## src/rtl/shift_reg_burst_if.sv

```systemverilog
// +--------------------------------------------------------------------------+
// | shift_reg_burst_if : command/status bundle for the burst shift register  |
// | Rev 1.0                                                                  |
// +--------------------------------------------------------------------------+
`default_nettype none

interface shift_reg_burst_if #(
  parameter int WIDTH = 8,
  parameter int CNT_W = 4
);
  logic             load;
  logic [WIDTH-1:0] data;
  logic             start;
  logic [CNT_W-1:0] count;
  logic [2:0]       mode;
  logic             serial_in;
  logic [WIDTH-1:0] shiftreg;
  logic             serial_out;
  logic             busy;
  logic             done;

  modport master (
    output load, data, start, count, mode, serial_in,
    input  shiftreg, serial_out, busy, done
  );

  modport slave (
    input  load, data, start, count, mode, serial_in,
    output shiftreg, serial_out, busy, done
  );
endinterface

`default_nettype wire

```

## src/rtl/shift_reg_burst.sv

```systemverilog
// +--------------------------------------------------------------------------+
// | shift_reg_burst : parametrised load/shift register with counted bursts.  |
// | Optional rotate modes enabled by defining SHIFT_REG_ROTATE_EN.           |
// | Rev 1.0                                                                  |
// +--------------------------------------------------------------------------+
`default_nettype none

module shift_reg_burst #(
  parameter int WIDTH = 8,
  parameter int CNT_W = 4
) (
  input  logic                 clk,
  input  logic                 rst,
  shift_reg_burst_if.slave     bus
);

  typedef enum logic [0:0] {
    ST_IDLE  = 1'b0,
    ST_SHIFT = 1'b1
  } state_t;

  localparam logic [2:0] c_mode_lsl = 3'b001;
  localparam logic [2:0] c_mode_lsr = 3'b010;
  localparam logic [2:0] c_mode_asr = 3'b011;
`ifdef SHIFT_REG_ROTATE_EN
  localparam logic [2:0] c_mode_rol = 3'b100;
  localparam logic [2:0] c_mode_ror = 3'b101;
`endif

  state_t             state_q, state_d;
  logic [2:0]         mode_q, mode_d;
  logic [CNT_W-1:0]   rem_q, rem_d;
  logic [WIDTH-1:0]   sr_q, sr_d;
  logic               so_q, so_d;
  logic               busy_q, busy_d;
  logic               done_q, done_d;
  logic [WIDTH-1:0]   w_shift_val;
  logic               w_shift_out;

  // Next register value and exit bit for one step of the latched mode.
  always_comb begin
    w_shift_val = sr_q;
    w_shift_out = so_q;
    case (mode_q)
      c_mode_lsl: begin
        w_shift_val = {sr_q[WIDTH-2:0], bus.serial_in};
        w_shift_out = sr_q[WIDTH-1];
      end
      c_mode_lsr: begin
        w_shift_val = {bus.serial_in, sr_q[WIDTH-1:1]};
        w_shift_out = sr_q[0];
      end
      c_mode_asr: begin
        w_shift_val = {sr_q[WIDTH-1], sr_q[WIDTH-1:1]};
        w_shift_out = sr_q[0];
      end
`ifdef SHIFT_REG_ROTATE_EN
      c_mode_rol: begin
        w_shift_val = {sr_q[WIDTH-2:0], sr_q[WIDTH-1]};
        w_shift_out = sr_q[WIDTH-1];
      end
      c_mode_ror: begin
        w_shift_val = {sr_q[0], sr_q[WIDTH-1:1]};
        w_shift_out = sr_q[0];
      end
`endif
      default: begin
        w_shift_val = sr_q;
        w_shift_out = so_q;
      end
    endcase
  end

  always_comb begin
    state_d = state_q;
    mode_d  = mode_q;
    rem_d   = rem_q;
    sr_d    = sr_q;
    so_d    = so_q;
    busy_d  = busy_q;
    done_d  = 1'b0;
    case (state_q)
      ST_IDLE: begin
        if (bus.load) begin
          sr_d = bus.data;
        end else if (bus.start) begin
          if (bus.count != '0) begin
            mode_d  = bus.mode;
            rem_d   = bus.count;
            state_d = ST_SHIFT;
            busy_d  = 1'b1;
          end else begin
            done_d = 1'b1;
          end
        end
      end
      ST_SHIFT: begin
        sr_d  = w_shift_val;
        so_d  = w_shift_out;
        rem_d = rem_q - CNT_W'(1);
        if (rem_q == CNT_W'(1)) begin
          state_d = ST_IDLE;
          busy_d  = 1'b0;
          done_d  = 1'b1;
        end
      end
      default: state_d = ST_IDLE;
    endcase
  end

  always_ff @(posedge clk or posedge rst) begin
    if (rst) begin
      state_q <= ST_IDLE;
      mode_q  <= 3'b000;
      rem_q   <= '0;
      sr_q    <= '0;
      so_q    <= 1'b0;
      busy_q  <= 1'b0;
      done_q  <= 1'b0;
    end else begin
      state_q <= state_d;
      mode_q  <= mode_d;
      rem_q   <= rem_d;
      sr_q    <= sr_d;
      so_q    <= so_d;
      busy_q  <= busy_d;
      done_q  <= done_d;
    end
  end

  assign bus.shiftreg   = sr_q;
  assign bus.serial_out = so_q;
  assign bus.busy       = busy_q;
  assign bus.done       = done_q;

endmodule

`default_nettype wire

```

## src/flat_wrapper.sv

```systemverilog
// flat-port wrapper written by rule: the top's interface ports become plain ports
module shift_reg_burst_flat 
#(
  parameter int WIDTH = 8,
  parameter int CNT_W = 4
)
  (clk, rst, bus_load, bus_data, bus_start, bus_count, bus_mode, bus_serial_in, bus_shiftreg, bus_serial_out, bus_busy, bus_done);
  shift_reg_burst_if #(.WIDTH(WIDTH), .CNT_W(CNT_W)) bus_i ();
  input  logic clk;
  input  logic rst;
  input wire logic [$bits(bus_i.load)-1:0] bus_load;
  input wire logic [$bits(bus_i.data)-1:0] bus_data;
  input wire logic [$bits(bus_i.start)-1:0] bus_start;
  input wire logic [$bits(bus_i.count)-1:0] bus_count;
  input wire logic [$bits(bus_i.mode)-1:0] bus_mode;
  input wire logic [$bits(bus_i.serial_in)-1:0] bus_serial_in;
  output wire logic [$bits(bus_i.shiftreg)-1:0] bus_shiftreg;
  output wire logic [$bits(bus_i.serial_out)-1:0] bus_serial_out;
  output wire logic [$bits(bus_i.busy)-1:0] bus_busy;
  output wire logic [$bits(bus_i.done)-1:0] bus_done;
  assign bus_i.load = bus_load;
  assign bus_i.data = bus_data;
  assign bus_i.start = bus_start;
  assign bus_i.count = bus_count;
  assign bus_i.mode = bus_mode;
  assign bus_i.serial_in = bus_serial_in;
  assign bus_shiftreg = bus_i.shiftreg;
  assign bus_serial_out = bus_i.serial_out;
  assign bus_busy = bus_i.busy;
  assign bus_done = bus_i.done;
  shift_reg_burst #(.WIDTH(WIDTH), .CNT_W(CNT_W)) u_core (.clk(clk), .rst(rst), .bus(bus_i));
endmodule
```

## config.mk

```make
export PLATFORM = sky130hd
export DESIGN_NAME = shift_reg_burst_flat
export DESIGN_NICKNAME = d
export VERILOG_FILES = /design/src/rtl/shift_reg_burst_if.sv /design/src/rtl/shift_reg_burst.sv /design/src/flat_wrapper.sv
export SDC_FILE = /design/constraint.sdc
export NUM_CORES = 1
export LEC_CHECK = 0
export CAP_MARGIN = 40
export CELL_PAD_IN_SITES_DETAIL_PLACEMENT = 0
export CELL_PAD_IN_SITES_GLOBAL_PLACEMENT = 1
export CORE_UTILIZATION = 35
export CTS_CLUSTER_SIZE = 20
export DETAILED_ROUTE_END_ITERATION = 7
export PLACE_DENSITY_LB_ADDON = 0.1
export SETUP_SLACK_MARGIN = 0.15
export SYNTH_ARGS = -nofsm -noshare
export SYNTH_HDL_FRONTEND = slang
export SYNTH_SLANG_ARGS = --single-unit
```

## constraint.sdc

```tcl
create_clock -name clk -period 2 [get_ports clk]
set_clock_uncertainty 0.2 [all_clocks]
set_input_delay 0.2 -clock clk [delete_from_list [all_inputs] [get_ports clk]]
set_output_delay 0.2 -clock clk [all_outputs]
set_load 0.02 [all_outputs]
```

Yosys cells after proc, flatten, opt, wreduce, memory -nomap -nowiden
Cells that the tools add are included.
{"block": "word_totals", "ff_bits": 19, "input_bits": 20, "output_inout_bits": 11, "wordCells": 55}
{"block": "classes", "addsub": 1, "eq_ne": 12, "mux": 23, "n_bitwise": 2, "n_reduce_logical": 9}
{"operator": "$pmux 8 s3", "count": 1}
{"operator": "$pmux 8 s2", "count": 1}
{"operator": "$mux 1", "count": 12}
{"operator": "$mux 4", "count": 3}
{"operator": "$ne 2x2->1 const B", "count": 5}
{"operator": "$mux 8", "count": 1}
{"operator": "$pmux 1 s2", "count": 4}
{"operator": "$pmux 4 s2", "count": 1}
{"operator": "$reduce_and 4->1", "count": 2}
{"operator": "$eq 3x2->1 const B", "count": 2}
{"operator": "$reduce_and 3->1", "count": 2}
{"operator": "$eq 4x1->1 const B", "count": 1}
{"operator": "$ne 4x4->1 const B", "count": 1}
{"operator": "$reduce_and 2->1", "count": 2}
{"operator": "$reduce_bool 4->1", "count": 1}
{"operator": "$sub 4x1->4 const B", "count": 1}
{"operator": "$eq 3x1->1 const B", "count": 1}
{"operator": "$ne 3x3->1 const B", "count": 1}
{"operator": "$ne 2x1->1 const B", "count": 1}
{"operator": "$not 1->1", "count": 2}
{"operator": "$reduce_bool 2->1", "count": 1}
{"operator": "$reduce_or 2->1", "count": 1}

Depth between registers and ports, before layout
Gate-level depths: netlist of run 1.
{"block": "depth", "depth_word": 5, "mapped_depth": 5, "ltp_nobuf": 4}

Worst setup path before layout of run 1
Ideal clock, no wire load.
{"block": "synth_timing", "path_kind": "register to register", "from": "register u_core.mode_q[2]", "to": "register u_core.so_q (netlist: u_core.bus.serial_out)", "t_arrival_ps": 1174, "required_time_ps": 1675, "path_slack_ps": 501, "stages_incl_launch_ff": 5, "path_buffers": 1, "synth_period_minus_slack_ps": 1499, "path_cell_list": "dfrtp_1 nand2b_1 buf_6 nor2_1 mux2_2"}
{"block": "synth_between", "elab_chain_len": 4, "elab_cells_between_ends": 7, "classes_between": "eq/ne: 3; mux: 1; reduce/logical: 3"}
{"item": "from (decl)", "line_no": "shift_reg_burst.sv:31", "text": "logic [2:0] mode_q, mode_d;"}
{"item": "from (signal assigned)", "line_no": "shift_reg_burst.sv:122", "text": "mode_q <= mode_d;"}
{"item": "$eq 3x2->1", "line_no": "shift_reg_burst.sv:44", "text": "case (mode_q)"}
{"item": "$reduce_or 2->1 (no line)"}
{"item": "$reduce_bool 2->1 (no line)"}
{"item": "$reduce_and 2->1 (no line)"}
{"item": "to (signal assigned)", "line_no": "shift_reg_burst.sv:117", "text": "so_q <= 1'b0;"}
{"item": "to (signal assigned)", "line_no": "shift_reg_burst.sv:125", "text": "so_q <= so_d;"}
{"item": "to (decl)", "line_no": "shift_reg_burst.sv:34", "text": "logic so_q, so_d;"}
Several ways; a longest one is shown, not always the timed one.
A chain may end at the register's enable or synchronous reset.

Final worst setup path of run 1
{"block": "layout_timing", "from": "register u_core.sr_q[0] (netlist: u_core.bus.shiftreg[0])", "to": "output bus_shiftreg[0]"}
{"item": "from (decl)", "line_no": "shift_reg_burst.sv:33", "text": "logic [WIDTH-1:0] sr_q, sr_d;"}
{"item": "from (signal assigned)", "line_no": "shift_reg_burst.sv:124", "text": "sr_q <= sr_d;"}
{"item": "to (decl)", "line_no": "flat_wrapper.sv:17", "text": "output wire logic [$bits(bus_i.shiftreg)-1:0] bus_shiftreg;"}
No word-level cell between the ends.

==> results.ini, run 1 <==
[placed_design]
pre_cts_ws_ps = 104
dp.cells = 185
gp_congestion = 0.832
port_buffers = 30
place_hpwl_um = 1950

[setup_path]
cp-start-kind = register
cp-end-kind = output port
arrival_ps = 1370
path_buf_inv = 1
crit_family = buffers and inverters
slowest_stage = clkdlybuf4s50_1
max_stage_delay_ps = 630
cp.required_ps = 1600
cp_max_fo = 4
critPathKind = reg -> out
crit_chain = clkdlybuf4s50_1

[clock_tree]
cts.clk_slew.worst_paths_ps = 120
h-tree-depth = 1
postCtsSetupBuffers = 0
cts_made_buffers = 3
cts_resized = 0
worst_skew_pair.late_latency_ps = 300
hold_buffers = 0
cts_sinks = 19
clock_path_buffers = 2
root_buffer = clkbuf_4
cts_tree = done

[die]
die_area_um2 = 3600
num_rows = 20
die_w_um = 60
io_pins = 31
initial_core_util = 0.376
core_um2 = 3130
die_h_um = 60

[synthesis]
synth_area_leaders = dfrtp_1 (40%), o31ai_1 (5.1%), a211oi_1 (4.5%), o211ai_1 (4.5%), mux2_4 (3.8%)
yosysUniqueCellTypes = 36
synth.ff_latch_count = 19
yosysWarnings = 0
synthArstFlopShare = 1.00
yosys.area.top_type = dfrtp_1
yosysTopAreaCellShare = 0.404
synthCells = 113
synth_ff_type = dfrtp_1
syn_area_um2 = 1180
synth-edff-count = 0
ys_seq_area_frac = 0.404
avgSynthCellArea_um2 = 10.4
syn-num-nets = 135

[run_status]
status = completed

[layout]
multiInputGateArea_um2 = 624
area_delta_synth_final_pct = 31.3
diodes = 0
instances_no_fill = 189
drive_gt1_frac = 0.152
fillers = 316
layout.nets = 168
seq_area_um2 = 475

[power_and_ir_drop]
leakage_nw = 0.660
irDropWorstVdd_mv = 0.417
powerDensity_nw_per_um2 = 1440

[sta]
min_period_over_period = 0.884
max_freq_mhz = 565
relSlewSlack = 0.722
setup_viol = 0
hold_viol = 0
final_max_slew_viol_count = 0
final.setup.worst_slack_ps = 231
period_needed_ps = 1770
tns_ps = 0
rsz0062_at_grt = no
worstMarginPinSlew_ps = 412

[drt]
met2WireLength_um = 1360
drtPass1Iterations = 4
first_iter_violations = 37
drc_errors = 0
ant_nets = 0
vias_per_cell = 5.24
wl_per_cell_um = 14.3
maxUsedRoutingLayer = met4
wl_met1_um = 1230
totalWireLength_um = 2700
wl_met3_um = 98
num_vias = 991

[global_routing]
antenna_found_initial = 0
grt_use_total = 0.167
overflow = 0
grt_pass1_wl_um = 4400
grt_max_degree = 20
grt_pass1_vias = 953

[worst_hold_path]
hp-class = in -> async

[run]
maxCapViolCount = 0

[cell usage in the layout, fill, tap and decap left out]
cell             instances
a211oi_1                 7
a21o_2                   1
a21oi_1                  4
a22oi_1                  2
a31oi_1                  2
a32oi_1                  1
and2_1                   1
and3b_1                  5
and3b_2                  2
buf_4                    5
clkbuf_4                 3
clkdlybuf4s50_1         30
clkinv_2                 1
dfrtp_1                 19
ha_1                     2
inv_1                    7
mux2_2                   1
mux2_4                   3
nand2_1                  2
nand2b_1                 2
nand2b_4                 2
nand3_1                  1
nand4_1                  1
nor2_1                   8
nor2_2                   1
nor2b_1                  3
nor3_4                   1
nor4_4                   1
nor4b_1                  1
o211a_1                  1
o211ai_1                 7
o21a_4                   1
o21ai_0                  5
o311ai_0                 1
o31ai_1                  8
or3_1                    1
xnor2_1                  2
[state kept, by name, indices dropped and copies added (netlist names)]
register / cells
u_core.bus.shiftreg: 8
u_core.rem_q: 4
u_core.mode_q: 3
u_core.bus.busy: 1
u_core.bus.done: 1
u_core.bus.serial_out: 1
u_core.state_q: 1
[Yosys cell counts, types with 2 or more instances]
library cell,number
nand2_1,2
o211ai_1,7
clkbuf_1,2
ha_1,2
nand2b_4,2
buf_6,3
o21ai_0,5
o31ai_1,8
nor2_1,8
buf_2,2
and3b_1,5
mux2_4,3
a211oi_1,7
a22oi_1,2
a21oi_1,4
xnor2_1,2
inv_1,7
nor2b_1,3
nand2b_1,2
a31oi_1,2
dfrtp_1,19
and3b_2,2
[worst paths after layout]
kind	end	slack, ps	cells past startpoint	from
setup / recovery	bus_shiftreg[0]	230	1	u_core.bus.shiftreg[0]$_DFFE_PP0P_
hold / removal	u_core.bus.busy$_DFFE_PP0P_	3	3	rst
setup reg to reg	u_core.bus.shiftreg[1]$_DFFE_PP0P_	360	3	u_core.mode_q[1]$_DFFE_PP0P_
hold reg to reg	u_core.bus.busy$_DFFE_PP0P_	300	1	u_core.bus.busy$_DFFE_PP0P_
max in group asynchronous	u_core.rem_q[0]$_DFFE_PP0P_	1380	3	rst
min in group clk	u_core.bus.shiftreg[5]$_DFFE_PP0P_	270	3	bus_data[5]
[logic make-up after synthesis]
kind of cell	after synthesis	synth area share
compound gates	40	0.245
simple gates	32	0.201
flops	19	0.404
buf+inv	14	0.0659
mux	4	0.0478
xor+xnor	2	0.0149
fa+ha+maj	2	0.0213
[power breakdown]
part / leakage [nW] / switching (mW) / total [mW] / internal (mW)
registers: 0.229 / 0.195 / 0.767 / 0.571
clock network: 0.0177 / 0.131 / 0.206 / 0.0744
logic: 0.414 / 0.609 / 1.25 / 0.646
total: 0.660 / 0.935 / 2.23 / 1.29
[per-layer routing]
metal  global-route usage  up-vias
li1                     -      487
met1                0.216      478
met2                0.284       24
met3               0.0195        2
met4               0.0631        0
met5                    0        -
[final cells by class]
type,instances,area share
flip-flops and latches,19,0.307
inverters,7,0.0170
multi-input cells,80,0.404
clock inverters,1,0.00324
clock buffers,3,0.0146
repair buffers,35,0.218
well taps,44,0.0356
[through the flow]
stage                      util  total power [mW]  area (um^2)  hold WS, ps
after floorplan               -              1.64         1180        -48.9
after CTS                 0.494              2.25         1550         5.28
after global routing      0.494              2.41         1550         43.0
after global placement    0.486              2.03         1520          279
after detailed placement  0.486              2.04         1520          279
final                     0.494              2.23         1550         3.50
Note: power is estimated with default switching activity, not from simulation.
==> run 2: changes to the inputs <==
- ABC_CLOCK_PERIOD_IN_PS: default -> 2000
- CORE_MARGIN: default -> 2
==> results.ini, run 2 (synthesized netlist as in run 1, its figures left out) <==
[worst_hold_path]
hp-class = in -> async

[setup_path]
crit_chain = clkdlybuf4s50_1
slowest_stage = clkdlybuf4s50_1
cp_max_fo = 4
path_buf_inv = 1
max_stage_delay_ps = 630
arrival_ps = 1350
critPathKind = reg -> out
cp-start-kind = register
crit_family = buffers and inverters
cp.required_ps = 1600
cp-end-kind = output port

[drt]
drtPass1Iterations = 4
ant_nets = 0
first_iter_violations = 31
totalWireLength_um = 2800
drc_errors = 0
wl_per_cell_um = 14.6
vias_per_cell = 5.24
num_vias = 1007

[sta]
worstMarginPinSlew_ps = 414
tns_ps = 0
final_max_slew_viol_count = 0
max_freq_mhz = 570
hold-worst-slack_ps = 1.88
min_period_over_period = 0.877
rsz0062_at_grt = no
relSlewSlack = 0.720
period_needed_ps = 1750
hold_viol = 0
setup_viol = 0

[clock_tree]
h-tree-depth = 1
clock_path_buffers = 2
cts.clk_slew.worst_paths_ps = 120
cts_tree = done
worst_skew_pair.late_latency_ps = 300
root_buffer = clkbuf_4
cts_made_buffers = 3
postCtsSetupBuffers = 0
cts_sinks = 19

[layout]
largest_register_ffs = 8
layout.nets = 169
diodes = 0
layout_commonest_cell = clkdlybuf4s50_1
drive_gt1_frac = 0.158
final_cell_mix = clkdlybuf4s50_1 (29), dfrtp_1 (19), nor2_1 (8), o31ai_1 (8)
area_delta_synth_final_pct = 32.4

[die]
num_rows = 21
die_area_um2 = 3840
die_w_um = 62
initial_core_util = 0.358
io_pins = 31
core_um2 = 3280
die_h_um = 62

[placed_design]
port_buffers = 30
place_hpwl_um = 2040
gp_congestion = 0.783

[global_routing]
grt_max_degree = 20
grt_pass1_wl_um = 4590
antenna_found_initial = 0
grt_use_total = 0.164
overflow = 0
grt_pass1_vias = 993

[run_status]
status = completed

[power_and_ir_drop]
powerDensity_nw_per_um2 = 1450
leakage_nw = 0.677
irDropWorstVdd_mv = 0.546

[run]
maxCapViolCount = 0

## run 2: changes by cell type in the layout (fill, tap and decap cells not counted)
cell	previous run	this run
buf_4	5	6
clkdlybuf4s50_1	30	29
dlymetal6s2s_1	0	1
## run 2: what timing repair did
item,4_1_cts,5_1_grt
hold buffers,0,0
resized for setup,0,1
endpoints found under the setup margin,0,1
## run 2: path summary, 6_finish.rpt
path | from | endpoint | slack [ps] | cells past startpoint
worst max-delay path | u_core.bus.shiftreg[2]$_DFFE_PP0P_ | bus_shiftreg[2] | 250 | 1
worst min-delay path | rst | u_core.bus.done$_DFF_PP0_ | 2 | 3
worst max register to register | u_core.state_q$_DFF_PP0_ | u_core.mode_q[0]$_DFFE_PP0P_ | 300 | 3
worst min register to register | u_core.bus.busy$_DFFE_PP0P_ | u_core.bus.busy$_DFFE_PP0P_ | 320 | 1
max in group asynchronous | rst | u_core.bus.shiftreg[3]$_DFFE_PP0P_ | 1390 | 3
min in group clk | bus_data[5] | u_core.bus.shiftreg[5]$_DFFE_PP0P_ | 280 | 3
## run 2: final cells by class
type,instances,area [um^2]
clock buffers,3,22.5
clock inverters,1,5.00
fillers,337,1730
inverters,7,26.3
multi-input cells,80,624
flip-flops and latches,19,475
well taps,46,57.6
repair buffers,36,348
## run 2: power by group
part | internal [mW] | switching (mW)
combinational | 0.661 | 0.610
sequential | 0.571 | 0.222
clock | 0.0744 | 0.124
total | 1.31 | 0.956
## run 2: stage by stage
step / instances / cell area, um^2 / setup WS [ps] / power [mW] / utilization
after floorplan: 113 / 1180 / 501 / 1.64 / -
after CTS: 192 / 1560 / 203 / 2.29 / 0.474
after global routing: 192 / 1560 / 181 / 2.45 / 0.475
after global placement: 188 / 1530 / 168 / 2.07 / 0.466
final: 192 / 1560 / 245 / 2.26 / 0.475
after detailed placement: 188 / 1530 / 115 / 2.08 / 0.466
## run 2: metal layers
layer / GRT usage / vias to the layer above / part of all wire
met5: 0 / - / 0
met4: 0.0608 / 0 / 0.0075
met3: 0.0269 / 4 / 0.044
met2: 0.281 / 23 / 0.51
met1: 0.205 / 488 / 0.44
li1: - / 492 / -
## run 2: worst reg2reg max path: stages, from the launching register on
cell	delay, ps
dfrtp_1	500
buf_4	230
nor3_4	340
mux2_4	330
==> run 3: changes to the inputs <==
- ABC_AREA: default -> 0
==> results of run 3 <==
Final layout, timing and power as in run 2 (identical DEF).
